### config.mk
export PLATFORM = sky130hd
export DESIGN_NAME = scoreboard_ctrl
export DESIGN_NICKNAME = d
export VERILOG_FILES = /design/src/rtl/scoreboard_ctrl.sv
export SDC_FILE = /design/constraint.sdc
export NUM_CORES = 1
export LEC_CHECK = 0
export BUFFER_PORTS_ARGS = -buffer_cell sky130_fd_sc_hd__clkbuf_2
export CAP_MARGIN = 25
export CORE_MARGIN = 1.5
export CORE_UTILIZATION = 25
export CTS_CLUSTER_SIZE = 25
export DETAILED_ROUTE_END_ITERATION = 12
export HOLD_SLACK_MARGIN = 0.12
export PLACE_DENSITY_LB_ADDON = 0.2
export SLEW_MARGIN = 40
export SYNTH_ARGS = -nofsm -noshare
export SYNTH_HDL_FRONTEND = slang
export SYNTH_SLANG_ARGS = --single-unit
### constraint.sdc
create_clock -name clk -period 6.95 [get_ports clk]
set_clock_uncertainty 0.1 [all_clocks]
set_input_delay 1.39 -clock clk [delete_from_list [all_inputs] [get_ports clk]]
set_output_delay 1.39 -clock clk [all_outputs]
set_load 0.01 [all_outputs]
### src/rtl/scoreboard_ctrl.sv
// Register scoreboard for the dual-issue pipe: one pending bit per architectural register.
// Define SB_CHECK_EN to build the sticky waw_err/wb_err debug checkers; otherwise both are tied 0.
//
// state   | meaning
// S_IDLE  | no outstanding producer, bit low
// S_TIMED | fixed-latency producer, counter running down to 1
// S_WAIT  | variable-latency producer, waiting for a writeback
module scoreboard_ctrl #(
    parameter int NUM_REGS = 32,
    parameter int LAT_W    = 3
) (
    input  logic                clk,
    input  logic                rst,
    input  logic                flush,
    input  logic                iss_a_valid,
    input  logic [4:0]          iss_a_rd,
    input  logic [LAT_W-1:0]    iss_a_lat,
    input  logic                iss_b_valid,
    input  logic [4:0]          iss_b_rd,
    input  logic [LAT_W-1:0]    iss_b_lat,
    input  logic                wb_a_valid,
    input  logic [4:0]          wb_a_rd,
    input  logic                wb_b_valid,
    input  logic [4:0]          wb_b_rd,
    output logic [NUM_REGS-1:0] scoreboard,
    output logic [5:0]          pending_cnt,
    output logic                waw_err,
    output logic                wb_err
);

    typedef enum logic [1:0] {
        S_IDLE  = 2'd0,
        S_TIMED = 2'd1,
        S_WAIT  = 2'd2
    } ent_state_t;

    ent_state_t       state_q [NUM_REGS];
    ent_state_t       state_d [NUM_REGS];
    logic [LAT_W-1:0] cnt_q   [NUM_REGS];
    logic [LAT_W-1:0] cnt_d   [NUM_REGS];

    logic [NUM_REGS-1:0] hit_iss_a, hit_iss_b, hit_wb;
    logic [NUM_REGS-1:0] clearing;

    always_comb begin
        for (int i = 0; i < NUM_REGS; i++) begin
            hit_iss_a[i] = iss_a_valid && (iss_a_rd == 5'(i)) && (i != 0);
            hit_iss_b[i] = iss_b_valid && (iss_b_rd == 5'(i)) && (i != 0);
            hit_wb[i]    = ((wb_a_valid && (wb_a_rd == 5'(i))) ||
                            (wb_b_valid && (wb_b_rd == 5'(i)))) && (i != 0);
            // entry would drop to idle this edge on its own (wb or final count)
            clearing[i]  = (state_q[i] == S_WAIT && hit_wb[i]) ||
                           (state_q[i] == S_TIMED && cnt_q[i] == LAT_W'(1));
        end
    end

    always_comb begin
        for (int i = 0; i < NUM_REGS; i++) begin
            state_d[i] = state_q[i];
            cnt_d[i]   = cnt_q[i];
            if (i == 0 || flush) begin
                state_d[i] = S_IDLE;
                cnt_d[i]   = '0;
            end else if (hit_iss_b[i]) begin
                state_d[i] = (iss_b_lat == '0) ? S_WAIT : S_TIMED;
                cnt_d[i]   = iss_b_lat;
            end else if (hit_iss_a[i]) begin
                state_d[i] = (iss_a_lat == '0) ? S_WAIT : S_TIMED;
                cnt_d[i]   = iss_a_lat;
            end else if (state_q[i] == S_WAIT && hit_wb[i]) begin
                state_d[i] = S_IDLE;
                cnt_d[i]   = '0;
            end else if (state_q[i] == S_TIMED) begin
                if (cnt_q[i] == LAT_W'(1)) begin
                    state_d[i] = S_IDLE;
                    cnt_d[i]   = '0;
                end else begin
                    cnt_d[i] = cnt_q[i] - LAT_W'(1);
                end
            end
        end
    end

    always_ff @(posedge clk) begin
        for (int i = 0; i < NUM_REGS; i++) begin
            if (rst) begin
                state_q[i] <= S_IDLE;
                cnt_q[i]   <= '0;
            end else begin
                state_q[i] <= state_d[i];
                cnt_q[i]   <= cnt_d[i];
            end
        end
    end

    always_comb begin
        pending_cnt = '0;
        for (int i = 0; i < NUM_REGS; i++) begin
            scoreboard[i] = (state_q[i] != S_IDLE);
            pending_cnt   = pending_cnt + 6'(scoreboard[i]);
        end
    end

`ifdef SB_CHECK_EN
    logic waw_q, wb_q;
    logic waw_set, wb_set;

    // A/B pairs to the same rd are judged only against the registered state.
    always_comb begin
        waw_set = 1'b0;
        wb_set  = 1'b0;
        for (int i = 0; i < NUM_REGS; i++) begin
            if ((hit_iss_a[i] || hit_iss_b[i]) && !flush &&
                state_q[i] != S_IDLE && !clearing[i])
                waw_set = 1'b1;
            if (hit_wb[i] && state_q[i] != S_WAIT)
                wb_set = 1'b1;
        end
    end

    always_ff @(posedge clk) begin
        if (rst) begin
            waw_q <= 1'b0;
            wb_q  <= 1'b0;
        end else begin
            waw_q <= waw_q | waw_set;
            wb_q  <= wb_q | wb_set;
        end
    end

    assign waw_err = waw_q;
    assign wb_err  = wb_q;
`else
    assign waw_err = 1'b0;
    assign wb_err  = 1'b0;
`endif

endmodule

==> metrics.yaml <==
die:
  die_w_um: 231
  ios: 73
  die_height_um: 231
  dieArea_um2: 53200
  fp-row-count: 83
  core_region_area_um2: 51300
  initial_core_util_pct: 25.3
placed_design:
  gp_congestion: 0.898
  dpl.hpwl_um: 38100
  io_buffers: 69
  dp_cells: 2340
global_routing:
  grt_use_total_pct: 20.3
  grt_pass1_wl_um: 81300
  grt_overflow_total: 0
  grt_pass1_vias: 12900
  grt_max_degree: 73
  antenna_found_initial: 4
clocking:
  clock_sinks: 155
  htreeDepth: 4
  numCtsBuffers: 17
  cts.clk_slew.worst_paths_ns: 0.07
  cts_tree: "built"
  cts_hold_buf: 0
  clk_latency_ns: 0.46
  cts.path.max_buffers: 2
  clk_root_buffer_cell: "clkbuf_16"
outcome:
  status: "finished, violations left"
  violations: "negative setup slack"
timing:
  setup_ws_ns: -0.0000666
  fin_tns_setup_ns: -0.0000666
  setup_viol: 1
  min_period_ns: 6.95
  fmax_ghz: 0.144
  hold_viol_final: 0
  drv_slew: 0
  period_share_pct: 100
  worst_pin_slew_ns: 0.905
  rsz0062_at_grt: "yes"
  whs_ns: 0.356
  timing.slew.headroom_pct: 39.6
layout:
  drive_above_1_share_pct: 14.7
  postLayoutCoreUtil_pct: 28.6
  seq_area_um2: 3130
  final_cell_count_no_fill: 2378
  syn2layout_area_growth_pct: 13.3
  fill_cells: 5593
  multi_input_area_um2: 9030
  fin_nets: 1807
yosys:
  ys.flop_type: "dfxtp_1"
  async_reset_ff_share_pct: 0
  synth_edf_count: 0
  synth_area_um2: 13000
  syn_area_per_cell_um2: 7.78
  synth-seq-cells: 155
  yosysWarnings: 0
  syn-instance-count: 1665
  seq_area_frac_synth_pct: 23.9
  ys_types: 95
drt:
  detail-route-antenna-nets: 0
  drt-wirelength-per-cell_um: 23.1
  vias: 13600
  wl_um: 54800
  dr.pass1.iters: 7
  drt_iter0_drc: 1340
  drc: 0
  routed_via_density: 5.73
min_path:
  hp-class: "reg2reg"
worst_setup_path:
  critPathKind: "reg2out"
  rrSetupSlack_ns: 4.76
  crit_fanout: 2
  cp-start-kind: "register"
  required_ns: 5.46
  critical_path_arrival_ns: 5.46
  cp-end-kind: "primary output"
power:
  p_leak_nw: 5.70
  peakVddDrop_uv: 172
  powerDensity_nw_per_um2: 155
flow_run:
  drv_cap: 0
final timing paths:
path / depth (start not counted) / to / start
max: 17 / pending_cnt[4] / state_q[1][20]
min: 2 / cnt_q[29][1] / cnt_q[29][1]
max reg2reg: 5 / cnt_q[13][2] / state_q[0][27]
min reg2reg: 2 / cnt_q[29][1] / cnt_q[29][1]
cells by family after synthesis:
group,count (synthesis),synth area share (%)
and+or+nand+nor,706,30.0
AOI/OAI and AO/OA,448,26.4
buffers and inverters,234,7.19
DFF,155,23.9
adders and majority gates,92,10.2
muxes,20,1.62
xor gates and xnor gates,9,0.608
other,1,0.0289
critical path: stages (launching register included):
cell and delay (ns):
dfxtp_2 0.32, or2_2 0.32, inv_2 0.07, fa_2 0.47
fa_1 0.52, fa_1 0.50, inv_1 0.05, fa_1 0.50
inv_2 0.06, fa_2 0.47, fa_1 0.53, fa_2 0.19
inv_2 0.04, fa_2 0.36, a21o_1 0.19, a21oi_2 0.14
xnor2_1 0.12, buf_2 0.14
report_power, final:
part / switching (W) / internal, W / leakage (nW)
Combinational: 0.000235 / 0.0000939 / 4.13
Clock: 0.000439 / 0.000609 / 0.308
Sequential: 0.00000790 / 0.000896 / 1.26
Total: 0.000682 / 0.00160 / 5.70
flip-flops by register name (all words and copies together) (netlist names):
signal and cells:
cnt_q 93, state_q 62
area by class of cell:
| class | instances | area share, % |
|---|---|---|
| Sequential cell | 155 | 21.3 |
| Clock inverter | 12 | 1.17 |
| Multi-Input combinational cell | 1278 | 61.5 |
| Tap cell | 680 | 5.79 |
| Antenna cell | 3 | 0.0511 |
| Timing Repair Buffer | 96 | 3.75 |
| Clock buffer | 20 | 3.04 |
| Inverter | 134 | 3.42 |
synth_stat cells (26+ instances only):
cell      number  area (um2)
nor2_1       170         638
dfxtp_1      155        3100
nand2_1      143         537
inv_1        134         503
clkbuf_1      71         267
ha_1          69         863
o22ai_1       67         419
nand3_1       55         275
a21oi_1       49         245
nor3_1        46         230
nand2b_1      45         282
nor2b_1       41         257
a221oi_1      34         298
a31oi_1       31         194
a21o_1        30         225
a211oi_1      27         203
or2_2         26         163
through the flow:
stage | total power [W] | setup slack [ns] | cell area [um2]
floorplan | 0.00111 | 0.522 | 13000
global placement | 0.00124 | 0.239 | 13900
detailed placement | 0.00125 | 0.199 | 14000
CTS | 0.00229 | -0.0895 | 14600
global route | 0.00236 | -0.209 | 14700
finish | 0.00228 | -0.0000666 | 14700
placed cells by master (no fill, tap or decap), drive strengths merged, types with 11 or more instances in the layout:
cell type and instances:
a32oi 11, or4b 15, inv 134, a21oi 49
or4 19, fa 23, nand2b 46, a21o 30
and2 11, clkbuf 88, o22ai 71, nor2 173
mux2i 12, nand4b 24, o21ai 25, nor3 46
o221ai 17, or3 15, ha 69, o32ai 15
a211oi 27, nor2b 41, o31ai 13, nand4 18
a31oi 31, nand2 143, nand3 55, a22oi 20
dfxtp 155, or2 27, a221oi 34, o311ai 11
buf 28, nand4bb 17
repair_timing:
action	in CTS	in global routing
endpoints found under the setup margin	5	5
resized for setup	15	29
gates cloned	0	0
pin swaps	9	14
buffers inserted	2	1
metal layers:
layer	vias to the layer above	share of wire [%]	global-route usage [%]
li1	6277	-	-
met1	6713	45	26.6
met2	531	46	32.7
met3	103	6.1	3.75
met4	2	3.4	8.31
met5	-	0.024	0
No activity file was read; power rests on OpenSTA's default activity.
